==> config.mk <==
export PLATFORM = sky130hd
export DESIGN_NAME = uart_tx_serializer
export DESIGN_NICKNAME = d
export VERILOG_FILES = /design/src/rtl/uart_tx_serializer.sv
export SDC_FILE = /design/constraint.sdc
export NUM_CORES = 1
export LEC_CHECK = 0
export CAP_MARGIN = 20
export CORE_MARGIN = 5
export CORE_UTILIZATION = 25
export DETAILED_ROUTE_END_ITERATION = 12
export GPL_ROUTABILITY_DRIVEN = 0
export PLACE_DENSITY = 0.41
export SLEW_MARGIN = 15
export SYNTH_ARGS = -nofsm -noshare
export SYNTH_HDL_FRONTEND = slang
export SYNTH_SLANG_ARGS = --single-unit
==> constraint.sdc <==
create_clock -name clk -period 3.11 [get_ports clk]
set_input_delay 0.622 -clock clk [delete_from_list [all_inputs] [get_ports clk]]
set_output_delay 0.622 -clock clk [all_outputs]
set_load 0.05 [all_outputs]
==> src/rtl/uart_tx_serializer.sv <==
// Serializes 16-bit TX FIFO words into two back-to-back UART frames, high byte first, LSB-first bits.
// Optional even-parity bit after each data byte when UART_TX_PARITY_EN is defined.
module uart_tx_serializer #(
    parameter int unsigned DATA_W = 16,
    parameter int unsigned DIV_W  = 16
) (
    input  logic              clk,
    input  logic              rst_n,
    input  logic [DATA_W-1:0] fifo_data,
    input  logic              fifo_empty,
    output logic              fifo_rd_en,
    input  logic [DIV_W-1:0]  baud_divisor,
    output logic              tx,
    output logic              busy
);

    localparam int unsigned BYTE_W    = 8;
    localparam int unsigned BIT_IDX_W = 3;

    typedef enum logic [2:0] {
        ST_IDLE,
        ST_WAIT,
        ST_START,
        ST_DATA,
`ifdef UART_TX_PARITY_EN
        ST_PARITY,
`endif
        ST_STOP
    } state_t;

    state_t                 state_q, state_d;
    logic [DATA_W-1:0]      hold_q, hold_d;
    logic [DIV_W-1:0]       period_q, period_d;
    logic [DIV_W-1:0]       cnt_q, cnt_d;
    logic [BIT_IDX_W-1:0]   bit_idx_q, bit_idx_d;
    logic                   byte_idx_q, byte_idx_d;
    logic                   tx_q, tx_d;
    logic                   fifo_rd_en_c;
    logic                   busy_c;
    logic                   bit_done;
    logic [DIV_W-1:0]       cnt_reload;
    logic [BYTE_W-1:0]      byte_d;

    function automatic logic [BYTE_W-1:0] sel_byte(input logic [DATA_W-1:0] h, input logic idx);
        return idx ? h[BYTE_W-1:0] : h[DATA_W-1 -: BYTE_W];
    endfunction

    // State and datapath registers; tx idles high and returns high at once on reset
    always_ff @(posedge clk or negedge rst_n) begin
        if (!rst_n) begin
            state_q    <= ST_IDLE;
            hold_q     <= '0;
            period_q   <= '0;
            cnt_q      <= '0;
            bit_idx_q  <= '0;
            byte_idx_q <= 1'b0;
            tx_q       <= 1'b1;
        end else begin
            state_q    <= state_d;
            hold_q     <= hold_d;
            period_q   <= period_d;
            cnt_q      <= cnt_d;
            bit_idx_q  <= bit_idx_d;
            byte_idx_q <= byte_idx_d;
            tx_q       <= tx_d;
        end
    end

    // Next-state, counters and next tx level
    always_comb begin
        state_d      = state_q;
        hold_d       = hold_q;
        period_d     = period_q;
        cnt_d        = cnt_q;
        bit_idx_d    = bit_idx_q;
        byte_idx_d   = byte_idx_q;
        fifo_rd_en_c = 1'b0;
        tx_d         = 1'b1;
        bit_done     = (cnt_q == '0);
        cnt_reload   = period_q - DIV_W'(1);

        case (state_q)
            ST_IDLE: begin
                if (!fifo_empty) begin
                    fifo_rd_en_c = 1'b1;
                    state_d      = ST_WAIT;
                end
            end
            ST_WAIT: begin
                hold_d     = fifo_data;
                period_d   = (baud_divisor == '0) ? DIV_W'(1) : baud_divisor;
                cnt_d      = period_d - DIV_W'(1);
                bit_idx_d  = '0;
                byte_idx_d = 1'b0;
                state_d    = ST_START;
            end
            ST_START: begin
                if (bit_done) begin
                    cnt_d     = cnt_reload;
                    bit_idx_d = '0;
                    state_d   = ST_DATA;
                end else begin
                    cnt_d = cnt_q - DIV_W'(1);
                end
            end
            ST_DATA: begin
                if (bit_done) begin
                    cnt_d = cnt_reload;
                    if (bit_idx_q == BIT_IDX_W'(BYTE_W - 1)) begin
`ifdef UART_TX_PARITY_EN
                        state_d = ST_PARITY;
`else
                        state_d = ST_STOP;
`endif
                    end else begin
                        bit_idx_d = bit_idx_q + BIT_IDX_W'(1);
                    end
                end else begin
                    cnt_d = cnt_q - DIV_W'(1);
                end
            end
`ifdef UART_TX_PARITY_EN
            ST_PARITY: begin
                if (bit_done) begin
                    cnt_d   = cnt_reload;
                    state_d = ST_STOP;
                end else begin
                    cnt_d = cnt_q - DIV_W'(1);
                end
            end
`endif
            ST_STOP: begin
                if (bit_done) begin
                    cnt_d = cnt_reload;
                    if (!byte_idx_q) begin
                        byte_idx_d = 1'b1;
                        state_d    = ST_START;
                    end else begin
                        state_d = ST_IDLE;
                    end
                end else begin
                    cnt_d = cnt_q - DIV_W'(1);
                end
            end
            default: state_d = ST_IDLE;
        endcase

        // tx is registered, so it is derived from where the FSM goes next
        byte_d = sel_byte(hold_d, byte_idx_d);
        case (state_d)
            ST_START:  tx_d = 1'b0;
            ST_DATA:   tx_d = byte_d[bit_idx_d];
`ifdef UART_TX_PARITY_EN
            ST_PARITY: tx_d = ^byte_d;
`endif
            default:   tx_d = 1'b1;
        endcase
    end

    // The pop strobe must coincide with the IDLE decision cycle so data is ready in WAIT
    assign busy_c     = (state_q != ST_IDLE) | (fifo_rd_en_c & rst_n);
    assign fifo_rd_en = fifo_rd_en_c & rst_n;
    assign busy       = busy_c;
    assign tx         = tx_q;

endmodule

==> impl_metrics.json <==
{
  "status": "complete, no violations",
  "remaining_drc_errors": 0,
  "timing.critical_path.cells": "nor4_1, and4_4, a211oi_1, nor2_1, inv_1, ha_1, and4_1, and2b_1, xnor2_1, a21oi_1",
  "cts_buffer_depth": 2,
  "insertedDiodeCount": 0,
  "cts-root-buf": "sky130_fd_sc_hd__clkbuf_16",
  "power.density_cell_area_nw_per_um2": 500,
  "synth_seq_cells": 56,
  "crit_path_start_kind": "flop",
  "critPathRequiredTime_ns": 3.28,
  "proportion_of_synthesized_flip_flops_having_asynchronous_set_or_reset": 1.00,
  "post_synth_and_or_nand_nor_area_fraction": 0.261,
  "number_of_antenna_violations_at_the_first_check_in_global_routing": 0,
  "routed_wirelength_normalized_by_instance_count_um": 14.3,
  "vias_in_the_first_global_route": 2674,
  "holdPathStages": 2,
  "h_tree_depth": 2,
  "tritoncts": "done",
  "timing.final.max_slew_violations": 0,
  "muxShareOfSynthArea": 0.0385,
  "core.rowCount": 40,
  "r2r_slack_ns": 0.38,
  "source_of_the_worst_hold_timing_path": "hold_q[0]",
  "clkLatencyLatePin_ns": 0.30,
  "place.detailed.instances": 583,
  "worstPathArrival_ns": 2.90,
  "count_of_flip_flops_with_a_built_in_enable_after_synthesis": 0,
  "floorplan.die.width_um": 122,
  "initial_core_util": 0.257,
  "clock.fmax_mhz": 366,
  "worstSetupEndpointType": "flop",
  "post_synth.cell_area_avg_sq_um": 8.21,
  "yosys.cell_types.count": 51,
  "n_fill_cell": 1302,
  "vias": 2714,
  "layout.cells.non_filler": 591,
  "top_usage_layer": "met2",
  "synth_top_family_by_area": "simple AND/OR/NAND/NOR gates",
  "place.port_buffers": 37,
  "static-leakage-power_nw": 1.77,
  "placeableCoreArea_sq_um": 12100,
  "worst_r2r_src": "cnt_q[3]",
  "clock-sinks": 56,
  "max_slew.worst_pin.slew_ns": 0.748,
  "nNetsFinal": 459,
  "synth_largest_area_cell": "sky130_fd_sc_hd__dfrtp_1",
  "mappedNetlistNets": 417,
  "yosys.area_share.xor_xnor": 0.0365,
  "critical_path.max_fanout": 30,
  "grt_setup_unrepaired": "no",
  "met2_demand_to_capacity_share_in_global_routing": 0.181,
  "clock-skew-final_ns": 0.00686,
  "timing.critical_path.slowest_cell_delay_ns": 0.53,
  "design.die.area_sq_um": 14800,
  "regToRegEndpoint": "cnt_q[10]",
  "setup-violations-final": 0,
  "drt-pass1-iter-count": 4,
  "maximum_number_of_pins_on_one_net_before_global_route_repair": 57,
  "post_cts.repair.setup_buffers": 0,
  "ff2ff_path_depth": 10,
  "total_clock_buffers_created_by_cts": 5,
  "grt.total_usage": 0.120,
  "avgViaCountPerCell": 4.59,
  "detail-route-antenna-nets": 0,
  "dieHeight_um": 122,
  "tns_ns": 0,
  "worst-setup-path-type": "reg2reg",
  "post-route-period-util": 0.878,
  "relSlewSlack": 0.502,
  "syn_area_sq_um": 3120,
  "globalRouteMet1Util": 0.176,
  "critical-path-slowest-cell": "sky130_fd_sc_hd__and4_4",
  "postCtsResizedCells": 0,
  "wl_um": 8470,
  "synth_compound_area_frac": 0.161,
  "clkTransAtPathRegs_ns": 0.08,
  "drt_iter0_markers": 158,
  "synth_flop_cell": "sky130_fd_sc_hd__dfrtp_1",
  "post-dp-hpwl_um": 5960,
  "holdPathEnd": "hold_q[0]",
  "grt_pass1_wl_um": 14100,
  "io-pin-count": 38,
  "hold_buffers": 0,
  "sequential_fraction_of_the_synthesis_area": 0.450,
  "syn_inst": 380,
  "final_layout_size_suffix_gt1_frac": 0.0969,
  "grtUsageMet3": 0.0227,
  "grt_remaining_overflow": 0,
  "synth_area_leaders": "sky130_fd_sc_hd__dfrtp_1 (44%), sky130_fd_sc_hd__nand2_1 (13%), sky130_fd_sc_hd__a21oi_1 (6.6%)",
  "synth_largest_type_area_fraction": 0.441,
  "finalCriticalPeriod_ns": 2.73,
  "largest_voltage_drop_on_the_vdd_net_v": 0.000200,
  "area_growth_from_synthesis_to_final_layout_pct": 25.0,
  "ys.warnings.count": 0,
  "hold_path_class": "reg2reg",
  "synthAdderAreaFrac": 0.00803,
  "max_cap_viol_count": 0,
  "final-hold-violation-count": 0
}
[sequential cells by signal, indices dropped and copies added (netlist names)]
name	flops
cnt_q	16
hold_q	16
period_q	16
bit_idx_q	3
state_q	3
byte_idx_q	1
tx	1
[cell usage in the layout, fill, tap and decap left out, types with 3 or more instances in the layout]
master                            netlist  layout
sky130_fd_sc_hd__o21ai_0                8       8
sky130_fd_sc_hd__clkbuf_16              0       5
sky130_fd_sc_hd__nor3_1                 6       6
sky130_fd_sc_hd__inv_1                  6       6
sky130_fd_sc_hd__xor2_1                 4       4
sky130_fd_sc_hd__o21ai_1                9       9
sky130_fd_sc_hd__xnor2_1                9       8
sky130_fd_sc_hd__dfrtp_1               55      55
sky130_fd_sc_hd__a21oi_1               41      41
sky130_fd_sc_hd__a221oi_1               3       3
sky130_fd_sc_hd__mux2i_1               12      12
sky130_fd_sc_hd__nand2_1              111     111
sky130_fd_sc_hd__nor2_1                38      38
sky130_fd_sc_hd__a21o_1                 3       3
sky130_fd_sc_hd__clkdlybuf4s50_1        0      34
sky130_fd_sc_hd__nand3_1                4       4
sky130_fd_sc_hd__nor4_1                 7       7
sky130_fd_sc_hd__a211o_1                4       4
sky130_fd_sc_hd__buf_4                  2      21
[per-stage QoR]
step / util / total power [mW] / hold slack [ns] / setup slack (ns) / area, sq um
3_3_place_gp: 0.309 / 1.38 / 0.454 / 0.126 / 3750
2_1_floorplan: - / 1.21 / 0.326 / 0.130 / 3120
3_5_place_dp: 0.309 / 1.38 / 0.463 / 0.106 / 3750
4_1_cts: 0.322 / 1.98 / 0.483 / 0.388 / 3900
5_1_grt: 0.322 / 2.08 / 0.505 / 0.113 / 3900
6_report: 0.322 / 1.95 / 0.478 / 0.379 / 3900
[Yosys cell counts (6+ instances only)]
master                     count
sky130_fd_sc_hd__nand2_1     111
sky130_fd_sc_hd__nor2_1       38
sky130_fd_sc_hd__clkbuf_1      7
sky130_fd_sc_hd__o21ai_0       8
sky130_fd_sc_hd__xnor2_1       9
sky130_fd_sc_hd__buf_2         9
sky130_fd_sc_hd__nor3_1        6
sky130_fd_sc_hd__inv_1         6
sky130_fd_sc_hd__a21oi_1      41
sky130_fd_sc_hd__nor4_1        7
sky130_fd_sc_hd__mux2i_1      12
sky130_fd_sc_hd__dfrtp_1      55
sky130_fd_sc_hd__o21ai_1       9
[worst max path at each step]
stage | end | slack [ns] | cells after the start | from
floorplan | busy | 0.13 | 5 | state_q[2]
global placement | cnt_q[10] | 0.13 | 12 | baud_divisor[11]
detailed placement | cnt_q[10] | 0.11 | 12 | baud_divisor[11]
CTS | cnt_q[10] | 0.39 | 10 | cnt_q[3]
global route | cnt_q[6] | 0.11 | 10 | cnt_q[12]
finish | cnt_q[10] | 0.38 | 10 | cnt_q[3]
[kinds of logic (layout without fill, tap and decap cells)]
kind of cell,Yosys count,after routing
simple gates,185,185
compound gates,83,83
flops,56,56
buf+inv,29,72
xor+xnor,13,13
mux,12,12
fa+ha+maj,2,2
[where the power goes]
part           switching, mW  internal, mW
combinational          0.228         0.221
clock                  0.285         0.301
sequential            0.0907         0.824
total                  0.604          1.35
[final cells by class]
class / count / area, sq um / area share
sequential: 56 / 1400 / 0.360
inverter: 7 / 26.3 / 0.00674
tap: 168 / 210 / 0.0539
timing repair buffer: 57 / 523 / 0.134
clock buffer: 5 / 125 / 0.0321
multi-input combinational: 295 / 1590 / 0.407
clock inverter: 3 / 23.8 / 0.00610
[routing by layer]
metal	part of all wire	routed length [um]
met1	0.51	4300
met2	0.45	3810
met3	0.032	275
met4	0.0097	82
met5	0	0
[worst max-delay path, delay by kind of cell, from the launching register on]
family	cells	cell delay (ns)
and+or+nand+nor	5	1.50
DFF	1	0.41
AOI/OAI and AO/OA	2	0.25
adders and majority gates	1	0.24
xor gates and xnor gates	1	0.13
buffers and inverters	1	0.06
Note: power is estimated with default switching activity, not from simulation.
